`config.mk`:
```
export PLATFORM = sky130hd
export DESIGN_NAME = prg_dma_loader
export DESIGN_NICKNAME = d
export VERILOG_FILES = /design/src/rtl/pet_loader_pkg.sv /design/src/rtl/prg_dma_loader_byte_fifo.sv /design/src/rtl/prg_dma_loader.sv
export SDC_FILE = /design/constraint.sdc
export NUM_CORES = 1
export LEC_CHECK = 0
export ABC_AREA = 1
export CORE_AREA = 2 2 101 103
export DETAILED_ROUTE_END_ITERATION = 12
export DIE_AREA = 0 0 103 105
export PLACE_DENSITY = 0.75
export SYNTH_ARGS = -nofsm -noshare
export SYNTH_HDL_FRONTEND = slang
export SYNTH_SLANG_ARGS = --single-unit
```
`constraint.sdc`:
```
create_clock -name clk -period 2.15 [get_ports clk]
set_input_delay 0.43 -clock clk [delete_from_list [all_inputs] [get_ports clk]]
set_output_delay 0.43 -clock clk [all_outputs]
set_load 0.02 [all_outputs]
```
`src/rtl/pet_loader_pkg.sv`:
```
`default_nettype none
// ============================================================================
//  Module   : pet_loader_pkg
//  Purpose  : Shared types and constants for the PRG-file DMA loader.
//             - state_t       : loader FSM state encoding
//             - PRG_HDR_BYTES : size of the little-endian load-address header
//  Revision : 1.0  initial release
// ============================================================================
package pet_loader_pkg;

    localparam int PRG_HDR_BYTES = 2;

    typedef enum logic [2:0] {
        S_IDLE   = 3'd0,
        S_HDR_LO = 3'd1,
        S_HDR_HI = 3'd2,
        S_DATA   = 3'd3,
        S_DRAIN  = 3'd4,
        S_DONE   = 3'd5
    } state_t;

endpackage : pet_loader_pkg
`default_nettype wire

```
`src/rtl/prg_dma_loader_byte_fifo.sv`:
```
`default_nettype none
// ============================================================================
//  Module   : byte_fifo
//  Purpose  : Small show-ahead FIFO. The head entry is visible on dout
//             whenever empty is low; pop consumes it.
//  Ports    : clk, reset_n (async active-low)
//             push/din  - write request and data (ignored while full unless
//                         a pop happens in the same cycle)
//             pop       - consume head (ignored while empty)
//             dout      - head entry (show-ahead)
//             empty/full- occupancy status
//  Revision : 1.0  initial release
// ============================================================================
module byte_fifo #(
    parameter int DEPTH = 4,
    parameter int WIDTH = 8
) (
    input  logic             clk,
    input  logic             reset_n,
    input  logic             push,
    input  logic             pop,
    input  logic [WIDTH-1:0] din,
    output logic [WIDTH-1:0] dout,
    output logic             empty,
    output logic             full
);

    localparam int AW = (DEPTH > 1) ? $clog2(DEPTH) : 1;
    localparam int CW = AW + 1;

    logic [WIDTH-1:0] mem_q [DEPTH];
    logic [AW-1:0]    wr_ptr_q, wr_ptr_d;
    logic [AW-1:0]    rd_ptr_q, rd_ptr_d;
    logic [CW-1:0]    count_q,  count_d;
    logic             do_push;
    logic             do_pop;

    assign empty = (count_q == '0);
    assign full  = (count_q == CW'(DEPTH));
    assign dout  = mem_q[rd_ptr_q];

    // A pop frees a slot in the same cycle, so a push while full is kept.
    assign do_pop  = pop && !empty;
    assign do_push = push && (!full || do_pop);

    always_comb begin
        wr_ptr_d = wr_ptr_q;
        rd_ptr_d = rd_ptr_q;
        count_d  = count_q;
        // DEPTH is a power of two, so pointer wrap is the natural overflow.
        if (do_push) wr_ptr_d = wr_ptr_q + AW'(1);
        if (do_pop)  rd_ptr_d = rd_ptr_q + AW'(1);
        count_d = count_q + CW'(do_push) - CW'(do_pop);
    end

    always_ff @(posedge clk or negedge reset_n) begin
        if (!reset_n) begin
            wr_ptr_q <= '0;
            rd_ptr_q <= '0;
            count_q  <= '0;
        end else begin
            wr_ptr_q <= wr_ptr_d;
            rd_ptr_q <= rd_ptr_d;
            count_q  <= count_d;
        end
    end

    // Storage needs no reset: contents are only observed when count_q > 0.
    always_ff @(posedge clk) begin
        if (do_push) mem_q[wr_ptr_q] <= din;
    end

endmodule : byte_fifo
`default_nettype wire

```
`src/rtl/prg_dma_loader.sv`:
```
`default_nettype none
// ============================================================================
//  Module   : prg_dma_loader
//  Purpose  : Loads a PRG file from the ioctl byte stream into machine RAM.
//             Strips the 2-byte little-endian load-address header, buffers
//             payload bytes and writes them through a stallable valid/ack
//             DMA port. Reports load/end addresses and error status.
//  Ports    : clk, reset_n           - clock, async active-low reset
//             ioctl_download/index/wr/dout - mist_io download stream
//             dma_addr/dout/we, dma_ack    - RAM write port (held until ack)
//             busy, done                   - status, done is a 1-cycle pulse
//             load_addr, end_addr          - header address, one past last
//             err_overflow, err_short      - sticky per-load error flags
//  Revision : 1.0  initial release
// ============================================================================
module prg_dma_loader
    import pet_loader_pkg::*;
#(
    parameter int         ADDR_W     = 16,
    parameter int         DMA_AW     = 14,
    parameter int         FIFO_DEPTH = 4,
    parameter logic [7:0] FILE_INDEX = 8'h41
) (
    input  logic              clk,
    input  logic              reset_n,
    input  logic              ioctl_download,
    input  logic [7:0]        ioctl_index,
    input  logic              ioctl_wr,
    input  logic [7:0]        ioctl_dout,
    output logic [DMA_AW-1:0] dma_addr,
    output logic [7:0]        dma_dout,
    output logic              dma_we,
    input  logic              dma_ack,
    output logic              busy,
    output logic              done,
    output logic [ADDR_W-1:0] load_addr,
    output logic [ADDR_W-1:0] end_addr,
    output logic              err_overflow,
    output logic              err_short
);

    state_t              state_q, state_d;
    logic                dl_prev_q;
    logic [ADDR_W-1:0]   load_addr_q, load_addr_d;
    logic [ADDR_W-1:0]   end_addr_q,  end_addr_d;
    logic [ADDR_W-1:0]   cur_addr_q,  cur_addr_d;
    logic                err_overflow_q, err_overflow_d;
    logic                err_short_q,    err_short_d;

    logic                dl_rise;
    logic                dl_fall;
    logic                fifo_push;
    logic                fifo_pop;
    logic                fifo_empty;
    logic                fifo_full;
    logic [7:0]          fifo_dout;
    logic [15:0]         hdr_addr;

    assign dl_rise = ioctl_download && !dl_prev_q;
    assign dl_fall = !ioctl_download && dl_prev_q;

    // Payload bytes are only accepted while in DATA; ioctl cannot be stalled.
    assign fifo_push = (state_q == S_DATA) && ioctl_wr;
    assign fifo_pop  = dma_we && dma_ack;

    assign hdr_addr = {ioctl_dout, load_addr_q[7:0]};

    byte_fifo #(
        .DEPTH (FIFO_DEPTH),
        .WIDTH (8)
    ) u_fifo (
        .clk     (clk),
        .reset_n (reset_n),
        .push    (fifo_push),
        .pop     (fifo_pop),
        .din     (ioctl_dout),
        .dout    (fifo_dout),
        .empty   (fifo_empty),
        .full    (fifo_full)
    );

    // Show-ahead DMA: the head stays put until acked, so addr/data are
    // stable for the whole stall.
    assign dma_we       = !fifo_empty;
    assign dma_dout     = fifo_empty ? 8'h00 : fifo_dout;
    assign dma_addr     = cur_addr_q[DMA_AW-1:0];
    assign busy         = (state_q != S_IDLE);
    assign done         = (state_q == S_DONE);
    assign load_addr    = load_addr_q;
    assign end_addr     = end_addr_q;
    assign err_overflow = err_overflow_q;
    assign err_short    = err_short_q;

    always_comb begin
        state_d        = state_q;
        load_addr_d    = load_addr_q;
        end_addr_d     = end_addr_q;
        cur_addr_d     = cur_addr_q;
        err_overflow_d = err_overflow_q;
        err_short_d    = err_short_q;

        case (state_q)
            S_IDLE: begin
                if (dl_rise && (ioctl_index == FILE_INDEX)) begin
                    state_d        = S_HDR_LO;
                    load_addr_d    = '0;
                    end_addr_d     = '0;
                    err_overflow_d = 1'b0;
                    err_short_d    = 1'b0;
                end
            end
            S_HDR_LO: begin
                if (dl_fall) begin
                    err_short_d = 1'b1;
                    state_d     = S_DONE;
                end else if (ioctl_wr) begin
                    load_addr_d = ADDR_W'(ioctl_dout);
                    state_d     = S_HDR_HI;
                end
            end
            S_HDR_HI: begin
                if (dl_fall) begin
                    err_short_d = 1'b1;
                    state_d     = S_DONE;
                end else if (ioctl_wr) begin
                    // end_addr starts at the load address so an empty
                    // payload reports end_addr == load_addr.
                    load_addr_d = ADDR_W'(hdr_addr);
                    cur_addr_d  = ADDR_W'(hdr_addr);
                    end_addr_d  = ADDR_W'(hdr_addr);
                    state_d     = S_DATA;
                end
            end
            S_DATA: begin
                if (dl_fall) state_d = S_DRAIN;
            end
            S_DRAIN: begin
                if (fifo_empty) state_d = S_DONE;
            end
            S_DONE: begin
                state_d = S_IDLE;
            end
            default: begin
                state_d = S_IDLE;
            end
        endcase

        // Pops only occur in DATA/DRAIN, so this never collides with the
        // header writes above.
        if (fifo_pop) begin
            cur_addr_d = cur_addr_q + ADDR_W'(1);
            end_addr_d = cur_addr_q + ADDR_W'(1);
        end

        if (fifo_push && fifo_full && !fifo_pop) err_overflow_d = 1'b1;
    end

    always_ff @(posedge clk or negedge reset_n) begin
        if (!reset_n) begin
            state_q        <= S_IDLE;
            dl_prev_q      <= 1'b0;
            load_addr_q    <= '0;
            end_addr_q     <= '0;
            cur_addr_q     <= '0;
            err_overflow_q <= 1'b0;
            err_short_q    <= 1'b0;
        end else begin
            state_q        <= state_d;
            dl_prev_q      <= ioctl_download;
            load_addr_q    <= load_addr_d;
            end_addr_q     <= end_addr_d;
            cur_addr_q     <= cur_addr_d;
            err_overflow_q <= err_overflow_d;
            err_short_q    <= err_short_d;
        end
    end

endmodule : prg_dma_loader
`default_nettype wire

```
# Word-level counts from Yosys, hierarchy flattened
# Memory sizes are Yosys's and may differ from the RTL's.
# Cells that the tools add are included.
op_classes:
  n_reduce_logical: 34
  addsub: 5
  mux: 28
  n_eq_ne: 21
  bitwise_logic: 1
op_table:
  columns: ["op", "n"]
  rows:
  - ["$mux W16", 10]
  - ["$pmux W16 S3", 1]
  - ["$pmux W16 S2", 1]
  - ["$mux W3", 7]
  - ["$add A16 B1 Y16 const B", 1]
  - ["$ne A3 B3 Y1 const B", 5]
  - ["$pmux W3 S5", 1]
  - ["$ne A2 B2 Y1 const B", 7]
  - ["$reduce_bool A2 Y1", 6]
  - ["$reduce_and A5 Y1", 2]
  - ["$eq A3 B3 Y1 const B", 3]
  - ["$logic_and A1 B1 Y1", 9]
  - ["$reduce_bool A3 Y1", 3]
  - ["$eq A8 B7 Y1 const B", 1]
  - ["$mux W8", 1]
  - ["$eq A3 B2 Y1 const B", 2]
  - ["$logic_not A3 Y1", 2]
  - ["$mux W1", 6]
  - ["$reduce_and A3 Y1", 2]
  - ["$reduce_and A6 Y1", 1]
  - ["$logic_not A1 Y1", 5]
  - ["$add A2 B1 Y2 const B", 2]
  - ["$ne A2 B1 Y1 const B", 2]
  - ["$reduce_and A4 Y1", 1]
  - ["8 further kinds", 8]
totals:
  regBits: 61
  mem_count: 1
  word_cells: 101
  in_bits: 21
  mem_bits_rw: 32
mem_list:
  columns: ["memory", "depth", "width", "rd", "rd_ports_with_merged_regs", "wr", "line", "text"]
  rows:
  - ["u_fifo.mem_q", 4, 8, 1, 0, 1, "prg_dma_loader_byte_fifo.sv:31", "logic [WIDTH-1:0] mem_q [DEPTH];"]

# Longest topological paths before layout
# Gate-level depths: netlist of run 1.
depth:
  ltp_word: 8
  ltp_mapped: 10
  ltp_nobuf: 10

# Hierarchy
# Synthesis of run 1 repeated with hierarchy kept, for this count alone.
hier_totals:
  cells_unflattened: 558
  hier_area_um2: 4755.8
by_module_without_submodules:
  columns: ["mod", "area_per_inst_um2", "cells_each", "n_inst", "seq_area_each_um2"]
  rows:
  - ["prg_dma_loader", 3090.5, 419, 1, 1351.3]
  - ["byte_fifo", 1665.3, 139, 1, 1136.1]

# Worst setup path before layout of run 1
# Ideal clock, no wire load.
synth_path:
  path_type: "register to register"
  start: "reg u_fifo.count_q[1]"
  end: "reg u_fifo.count_q[2]"
  t_required_ns: 2.021
  path_stages_with_launch: 10
  path_slack_ns: 0.093
  t_arrival_ns: 1.928
  setup_ns: 0.129
  path_buffers: 1
  cell_sequence: "dfrtp_1 -> nor2_2 -> a21oi_4 -> buf_2 -> xor2_1 -> ha_1 -> inv_1 -> fa_1 -> xnor2_1 -> xor2_1"
synth_via:
  elab_chain_cells: 8
synth_lines:
  columns: ["item", "line", "text"]
  rows:
  - ["start: declaration", "prg_dma_loader_byte_fifo.sv:34", "logic [CW-1:0] count_q, count_d;"]
  - ["start signal: assignment", "prg_dma_loader_byte_fifo.sv:64", "count_q <= count_d;"]
  - ["$logic_not A3 Y1", "prg_dma_loader_byte_fifo.sv:38", "assign empty = (count_q == '0);"]
  - ["$logic_not A1 Y1", "prg_dma_loader_byte_fifo.sv:43, prg_dma_loader.sv:84", null]
  - ["$logic_and A1 B1 Y1", "prg_dma_loader.sv:64", "assign fifo_pop = dma_we && dma_ack;"]
  - ["$logic_and A1 B1 Y1", "prg_dma_loader_byte_fifo.sv:43", "assign do_pop = pop && !empty;"]
  - ["$logic_or A1 B1 Y1", "prg_dma_loader_byte_fifo.sv:44", "assign do_push = push && (!full || do_pop);"]
  - ["$logic_and A1 B1 Y1", "prg_dma_loader_byte_fifo.sv:44", null]
  - ["$add A3 B1 Y3", "prg_dma_loader_byte_fifo.sv:53", "count_d = count_q + CW'(do_push) - CW'(do_pop);"]
  - ["$sub A3 B1 Y3 *", "prg_dma_loader_byte_fifo.sv:53", null]
  - ["net u_fifo.count_d[2]", "prg_dma_loader_byte_fifo.sv:34", null]
# The timed path passes the listed nets; every way through them passes the cells marked *.
# A chain may end at the register's enable or synchronous reset.

# Worst setup path after layout of run 1
layout_path:
  start: "reg u_fifo.count_q[1]"
  end: "out dma_dout[5]"
layout_via:
  elab_chain_cells: 2
layout_lines:
  columns: ["item", "line", "text"]
  rows:
  - ["$logic_not A3 Y1", "prg_dma_loader_byte_fifo.sv:38", null]
  - ["$mux W8", "prg_dma_loader.sv:85", "assign dma_dout = fifo_empty ? 8'h00 : fifo_dout;"]
  - ["end: declaration", "prg_dma_loader.sv:31", "output logic [7:0] dma_dout,"]
# Every way passes these cells.

==> summary.md, run 1 <==
| Metric | Value |
|---|---|
| Status | finished, final reports clean |
| Rel. slew slack | 68.61% |
| Initial antenna violation count | 0 |
| Ys Warns | 0 |
| Most common cell in the netlist | nand2_1 |
| Commonest cells in the netlist | nand2_1 (174), nor2_1 (66), dfrtp_1 (61), inv_1 (38) |
| Pins Over Slew Limit | 0 |
| Total grt overflow | 0 |
| I/O pin total | 80 |
| Maxcap violations | 0 |
| Skew-Pair Late Insertion Delay | 0.37 ns |
| GRT Overall Usage | 21.22% |
| Post-synth EDFFs | 32 |
| Main synth FF type | dfrtp_1 |
| Core ar. | 0.009639 mm² |
| Leakage | 2.575 nW |
| Cells after Synth | 526 |
| Clock period minus worst slack | 2.058 ns |
| Drt drc | 0 |
| Final Skew | 0.01166 ns |
| Top-area cell type share of the netlist area | 33.42% |
| Endpoints failing setup | 0 |
| P&R area growth vs syn | 24.79% |
| # rows | 36 |
| CTS hold repair buffers | 0 |
| Die Span Y | 105 µm |
| Initial Util | 47.39% |
| Die X | 103 µm |
| DR pass1 iterations | 4 |
| Register area share after synthesis | 54.45% |
| Port Buffers | 79 |
| Vias per cell | 4.983 |
| Post-synthesis average cell area | 8.685 µm² |
| Clk pin slew, worst setup/hold paths | 0.10 ns |
| Synth Cell Area | 0.004568 mm² |
| CP arrival | 1.63 ns |
| Reg2reg setup slack | 0.19 ns |
| Fraction of layout cells with a size suffix above 1 | 13.23% |
| DP Wirelength | 7849 µm |
| Largest net degree at the start of global routing | 62 |
| Syn_nets | 554 |
| Largest cells by area after synthesis | dfrtp_1 (33%), edfxtp_1 (21%), nand2_1 (14%), nor2_1 (5.4%), o21ai_0 (3.5%) |
| Nets | 643 |
| Detailed Route Iter0 Violations | 193 |
| Routed WL | 11050 µm |
| Hold Fails Final Rpt | 0 |
| Clk sinks | 93 |
| Ant diodes | 0 |
| WL per Instance | 14.67 µm |
| Fmax | 485.9 MHz |
| Worst VDD drop | 579.3 µV |
| Worst Max-Slew Pin Slew | 0.4694 ns |
| CTS Buf Count | 9 |
| Synth area leader | dfrtp_1 |
| Max FO, Critical Path | 8 |
| Fin crit share | 95.72% |
| Post-synthesis cell type count | 32 |
| Final core utilization | 59.14% |
| Hold crit path type | in -> async |
| CTS tree | yes |
| Final WS setup | 0.09200 ns |
| Worst slack, placed | -0.1191 ns |
| Yosys reg bits | 93 |
| PwrDens | 1363 mW/mm² |
| Root Driver | clkbuf_8 |
| Depth of the CTS H-tree | 3 |
| Startpoint types | flip-flop |
| Vias | 3752 |
| First-pass GRT wire length | 17750 µm |
| WP data required | 1.72 ns |
| RSZ-0062 raised after global routing | no |
| Full die area | 0.01082 mm² |
| Vias in the first global route | 3657 |
| CP endpoint kind | output port |
| Gpl congestion | 0.8653 |
| Routed Antenna Nets | 0 |
| WS Path Type | reg -> out |
| Synth async-reset ratio | 65.59% |
| CTS max path bufs | 2 |
[state kept, by name (all words and copies together) (netlist names)]
name,count
state_q,3
load_addr,16
cur_addr_q,16
end_addr,16
dl_prev_q,1
u_fifo.count_q,3
u_fifo.wr_ptr_q,2
u_fifo.mem_q,32
err_short,1
err_overflow,1
u_fifo.rd_ptr_q,2
[routing by layer]
layer / routed length, µm / GRT usage [%] / vias up
met5: 0 / 0 / -
met4: 125 / 6.391 / 0
met3: 554 / 3.679 / 12
met2: 5343 / 33.49 / 103
met1: 5024 / 29.87 / 1790
li1: - / - / 1847
[kinds of logic (layout without fill, tap and decap cells)]
logic type      Yosys count  after routing  synth area share, %
compound gates           66             66                8.628
xor+xnor                  8              8                1.534
fa+ha+maj                 7              7                2.082
buf+inv                  70            164                7.833
flops                    93             93                54.45
simple gates            282            282                25.47
[power breakdown]
part	leakage (nW)	internal [W]	switching (W)	total, W
registers	1.07	0.00232	0.000466	0.00278
logic	1.41	0.00156	0.00230	0.00385
clock network	0.0878	0.000449	0.000686	0.00113
[per-stage QoR]
step           cell area (µm²)  total power [W]  hold WS (ns)  cells  setup TNS [ns]
2_1_floorplan             4568         0.005275        0.1344    526               0
3_5_place_dp              5507         0.006701        0.4573    733         -0.1191
6_report                  5700         0.007772       0.05784    753               0
5_1_grt                   5700         0.008316       0.07728    753               0
3_3_place_gp              5507         0.006602        0.4579    733        -0.04300
4_1_cts                   5719         0.007820       0.07184    752               0
[cell type report]
class	instances	area, µm²
clock buffer	9	123.9
timing repair buffer	105	953.4
inverter	43	172.7
clock inverter	7	65.06
fill	895	3939
sequential	93	2491
tap	133	166.4
multi-input combinational	363	1728
[critical path, cell delays in order, from the launching register on]
cell and delay (ns):
dfrtp_1 0.43, nor2_4 0.17, nand2_1 0.16, inv_4 0.14, a21oi_1 0.05, dlygate4sd2_1 0.32
[worst paths after layout]
path	end	cells past startpoint	from
setup / recovery	dma_dout[5]	5	u_fifo.count_q[1]$_DFF_PN0_
hold / removal	end_addr[14]$_DFFE_PN0P_	2	reset_n
hold reg to reg	end_addr[4]$_DFFE_PN0P_	2	end_addr[4]$_DFFE_PN0P_
min in group clk	end_addr[4]$_DFFE_PN0P_	2	end_addr[4]$_DFFE_PN0P_
setup reg to reg	u_fifo.count_q[2]$_DFF_PN0_	9	state_q[1]$_DFFE_PN0P_
max in group asynchronous	state_q[0]$_DFFE_PN0P_	2	reset_n
[layout by cell type, fill, tap and decap left out]
| cell type | n |
|---|---|
| clkbuf_8 | 9 |
| nand2_2 | 3 |
| clkdlybuf4s50_1 | 67 |
| a31oi_1 | 1 |
| nand3_2 | 2 |
| clkinvlp_4 | 4 |
| dlygate4sd2_1 | 4 |
| nand4_1 | 3 |
| o21ai_0 | 30 |
| xnor2_1 | 4 |
| or2_0 | 1 |
| nand2_1 | 174 |
| buf_12 | 1 |
| nand2_4 | 2 |
| nor2_4 | 4 |
| xor2_1 | 4 |
| inv_6 | 1 |
| edfxtp_1 | 32 |
| buf_4 | 25 |
| inv_2 | 3 |
| nor3_1 | 1 |
| inv_4 | 3 |
| o21ai_1 | 8 |
| o21ai_2 | 8 |
| buf_2 | 4 |
| ha_1 | 6 |
| nor2_2 | 1 |
| nor2_1 | 66 |
| o211ai_1 | 2 |
| dfrtp_2 | 3 |
| dfrtp_1 | 58 |
| nand3_1 | 25 |
| a21oi_4 | 2 |
| inv_1 | 36 |
| a21oi_1 | 13 |
| fa_1 | 1 |
| clkbuf_2 | 4 |
| inv_8 | 3 |
| o21bai_1 | 2 |
[timing repair]
item,4_1_cts,5_1_grt
cloned,0,0
gates resized for setup,22,15
setup endpoints to repair,11,9
buffers inserted,3,1
Power figures use the tool's default switching activity.
==> run 2: changes to the inputs <==
Settings changed: MAX_ROUTING_LAYER set to met4.
==> run 2 against run 1 <==
First-iteration DRC count up 33%. Die area stayed put. Sequential share of layout area is 0.22 points lower. Critical path depth is 2 higher. Hold slack got worse by 0.0065 ns. Register-to-register slack got worse by 0.03 ns. Final area is 0.55% higher. Sequential power hardly changed. Cell count unchanged. Clock skew fell by 0.00055 ns. Critical endpoint is now dma_dout[1].
==> summary.md, run 2 (synthesis gave the netlist of run 1 again) <==
| Metric | Value |
|---|---|
| Status | finished, final reports clean |
| GRT Overall Usage | 21.79% (+0.57 points) |
| I/O pin total | 80 (unchanged) |
| Max incr delay on CP | 0.43 ns (about the same) |
| Worst path slowest cell | dfrtp_2 |
| CP delay by family, top | buffers and inverters |
| Routed Antenna Nets | 0 (unchanged) |
| DP Wirelength | 7782 µm (-0.85%) |
| Die Span Y | 105 µm (unchanged) |
| Clk pin slew, worst setup/hold paths | 0.10 ns (about the same) |
| R2R cell count | 9 (unchanged) |
| CP arrival | 1.68 ns (+0.05 ns) |
| Max FO, Critical Path | 8 (unchanged) |
| Vias | 3741 (-0.29%) |
| Clk sinks | 93 (unchanged) |
| Clock period minus worst slack | 2.106 ns (+0.04766 ns) |
| Most flop-heavy register | u_fifo.mem_q |
| Worst path bufs/invs | 3 (+1) |
| Cell mode on critical path | buf_4 |
| Hold crit path type | in -> async |
| Die X | 103 µm (unchanged) |
| DR pass1 iterations | 5 (+1) |
| P&R area growth vs syn | 25.47% |
| Root Driver | clkbuf_8 |
| Fraction of layout cells with a size suffix above 1 | 13.55% (+0.32 points) |
| # fillers | 902 (+0.78%) |
| RSZ-0062 raised after global routing | yes |
| Worst r2r src | state_q[1]$_DFFE_PN0P_ |
| Endpoints failing setup | 0 (unchanged) |
| CTS max path bufs | 2 (unchanged) |
| Initial antenna violation count | 0 (unchanged) |
| CTS Buf Count | 9 (unchanged) |
| Startpoint types | flip-flop |
| Reg2reg setup slack | 0.16 ns (-0.03 ns) |
| Clock share of power | 16.0% (+1.4 points) |
| Ant diodes | 0 (unchanged) |
| Vias in the first global route | 3620 (-1.0%) |
| Worst Max-Slew Pin Slew | 0.4726 ns (+0.003240 ns) |
| Commonest non-fill, non-tap cell in the layout | nand2_1 |
| Core ar. | 0.009639 mm² (unchanged) |
| CP Capture Point | dma_dout[1] |
| Rel. slew slack | 68.39% (-0.22 points) |
| Cell total after placement | 732 (-0.14%) |
| Final core utilization | 59.46% (+0.32 points) |
| Maxcap violations | 0 (unchanged) |
| Gpl congestion | 0.8673 (+0.23%) |
| Nets | 643 (unchanged) |
| Sw Ratio | 43.82% (-0.57 points) |
| CTS hold repair buffers | 0 (unchanged) |
| Critical path, cell by cell | buf_4 -> buf_4 -> nor2_1 -> nor2_1 -> o21ai_0 -> a21oi_1 -> buf_4 |
| Routed WL | 11070 µm (+0.19%) |
| WL per Instance | 14.70 µm (+0.19%) |
| WS Path Type | reg -> out |
| Detailed Route Iter0 Violations | 257 (+33%) |
| Drt drc | 0 (unchanged) |
| Pint | 0.004455 W (+3.1%) |
| CTS tree | yes |
| Logic pwr share | 48.7% (-0.9 points) |
| Fmax | 474.9 MHz (-2.3%) |
| Full die area | 0.01082 mm² (unchanged) |
| Pins Over Slew Limit | 0 (unchanged) |
| Total grt overflow | 0 (unchanged) |
| Leakage | 2.590 nW (+0.60%) |
| Port Buffers | 79 (unchanged) |
| First-pass GRT wire length | 17570 µm (-1.0%) |
| Critical path launch point | u_fifo.rd_ptr_q[0]$_DFFE_PN0P_ |
| Fin crit share | 97.94% (+2.2 points) |
| CP endpoint kind | output port |
| # rows | 36 (unchanged) |
| Initial Util | 47.39% (unchanged) |
| Hold Fails Final Rpt | 0 (unchanged) |
| Fin cells | 753 (unchanged) |
| Most frequent cells in the layout | nand2_1 (174), clkdlybuf4s50_1 (67), nor2_1 (66) |
| Vias per cell | 4.968 (-0.29%) |
| Final Skew | 0.01111 ns (-0.0005546 ns) |
| Worst VDD drop | 621.1 µV (+7.2%) |
| P_sw | 0.003475 W (+0.71%) |
| Depth of the CTS H-tree | 3 (unchanged) |
| PwrDens | 1384 mW/mm² (+1.5%) |
| CP Depth | 7 (+2) |
| RR Endpoint | u_fifo.count_q[2]$_DFF_PN0_ |
| Reg power frac | 35.2% (-0.6 points) |
| WP data required | 1.72 ns (about the same) |
| Skew-Pair Late Insertion Delay | 0.37 ns (about the same) |
| Largest net degree at the start of global routing | 62 (unchanged) |
| Max reg flops | 32 (unchanged) |
## run 2: changes by cell type in the layout (fill, tap and decap cells not counted), sizes merged
cell and change:
clkinvlp -1, inv -1, clkinv +2, buf +1, clkbuf -1, dlygate4sd2 -1
bufinv +1
## run 2: power by group through the flow
stage               clock [W]  sequential, W  combinational (W)
floorplan                   0        0.00297            0.00231
global placement            0        0.00279            0.00380
detailed placement          0        0.00280            0.00389
CTS                   0.00129        0.00279            0.00389
global route          0.00136        0.00287            0.00422
finish                0.00127        0.00279            0.00387
## run 2: stage by stage
step / setup slack, ns / hold slack (ns) / instance area (µm²) / setup TNS, ns / total power (W)
floorplan: 0.09302 / 0.1344 / 4568 / 0 / 0.005275
global placement: -0.04258 / 0.4600 / 5499 / -0.04258 / 0.006588
detailed placement: -0.1147 / 0.4648 / 5499 / -0.1147 / 0.006693
CTS: 0.005514 / 0.06022 / 5747 / 0 / 0.007966
global route: -0.04040 / 0.07318 / 5732 / -0.04040 / 0.008458
finish: 0.04434 / 0.05130 / 5732 / 0 / 0.007930
## run 2: per-layer routing
layer  up-vias  wire length (µm)  track usage [%]
li1       1843                 -                -
met1      1766              5002            29.46
met2       117              5250            33.77
met3        15               625            3.344
met4         0               191            7.049
met5         -                 0                -
## run 2: how the worst min path moves through the flow
stage                            startpoint                   endpoint  slack (ns)  depth (start not counted)
global placement                    reset_n   end_addr[14]$_DFFE_PN0P_        0.46                          2
global route                        reset_n   end_addr[14]$_DFFE_PN0P_        0.07                          2
floorplan                           reset_n  cur_addr_q[0]$_DFFE_PN0P_        0.13                          0
CTS                                 reset_n   end_addr[14]$_DFFE_PN0P_        0.06                          2
detailed placement  end_addr[4]$_DFFE_PN0P_    end_addr[4]$_DFFE_PN0P_        0.46                          2
finish                              reset_n   end_addr[14]$_DFFE_PN0P_        0.05                          2
## run 2: timing repair
item / in CTS / in global routing
setup endpoints to repair: 11 / 9
cloned: 2 / 0
pin swaps: 0 / 2
gates resized for setup: 25 / 21
setup buffers: 1 / 2
## run 2: layout make-up
class / count / area (µm²) / area share (%)
flip-flops and latches: 93 / 2492 / 43.48
multi-input cells: 363 / 1728 / 30.15
repair buffers: 104 / 950.9 / 16.59
inverters: 43 / 170.2 / 2.969
well taps: 133 / 166.4 / 2.903
clock buffers: 9 / 123.9 / 2.161
clock inverters: 7 / 92.59 / 1.615
repair inverters: 1 / 7.507 / 0.1310
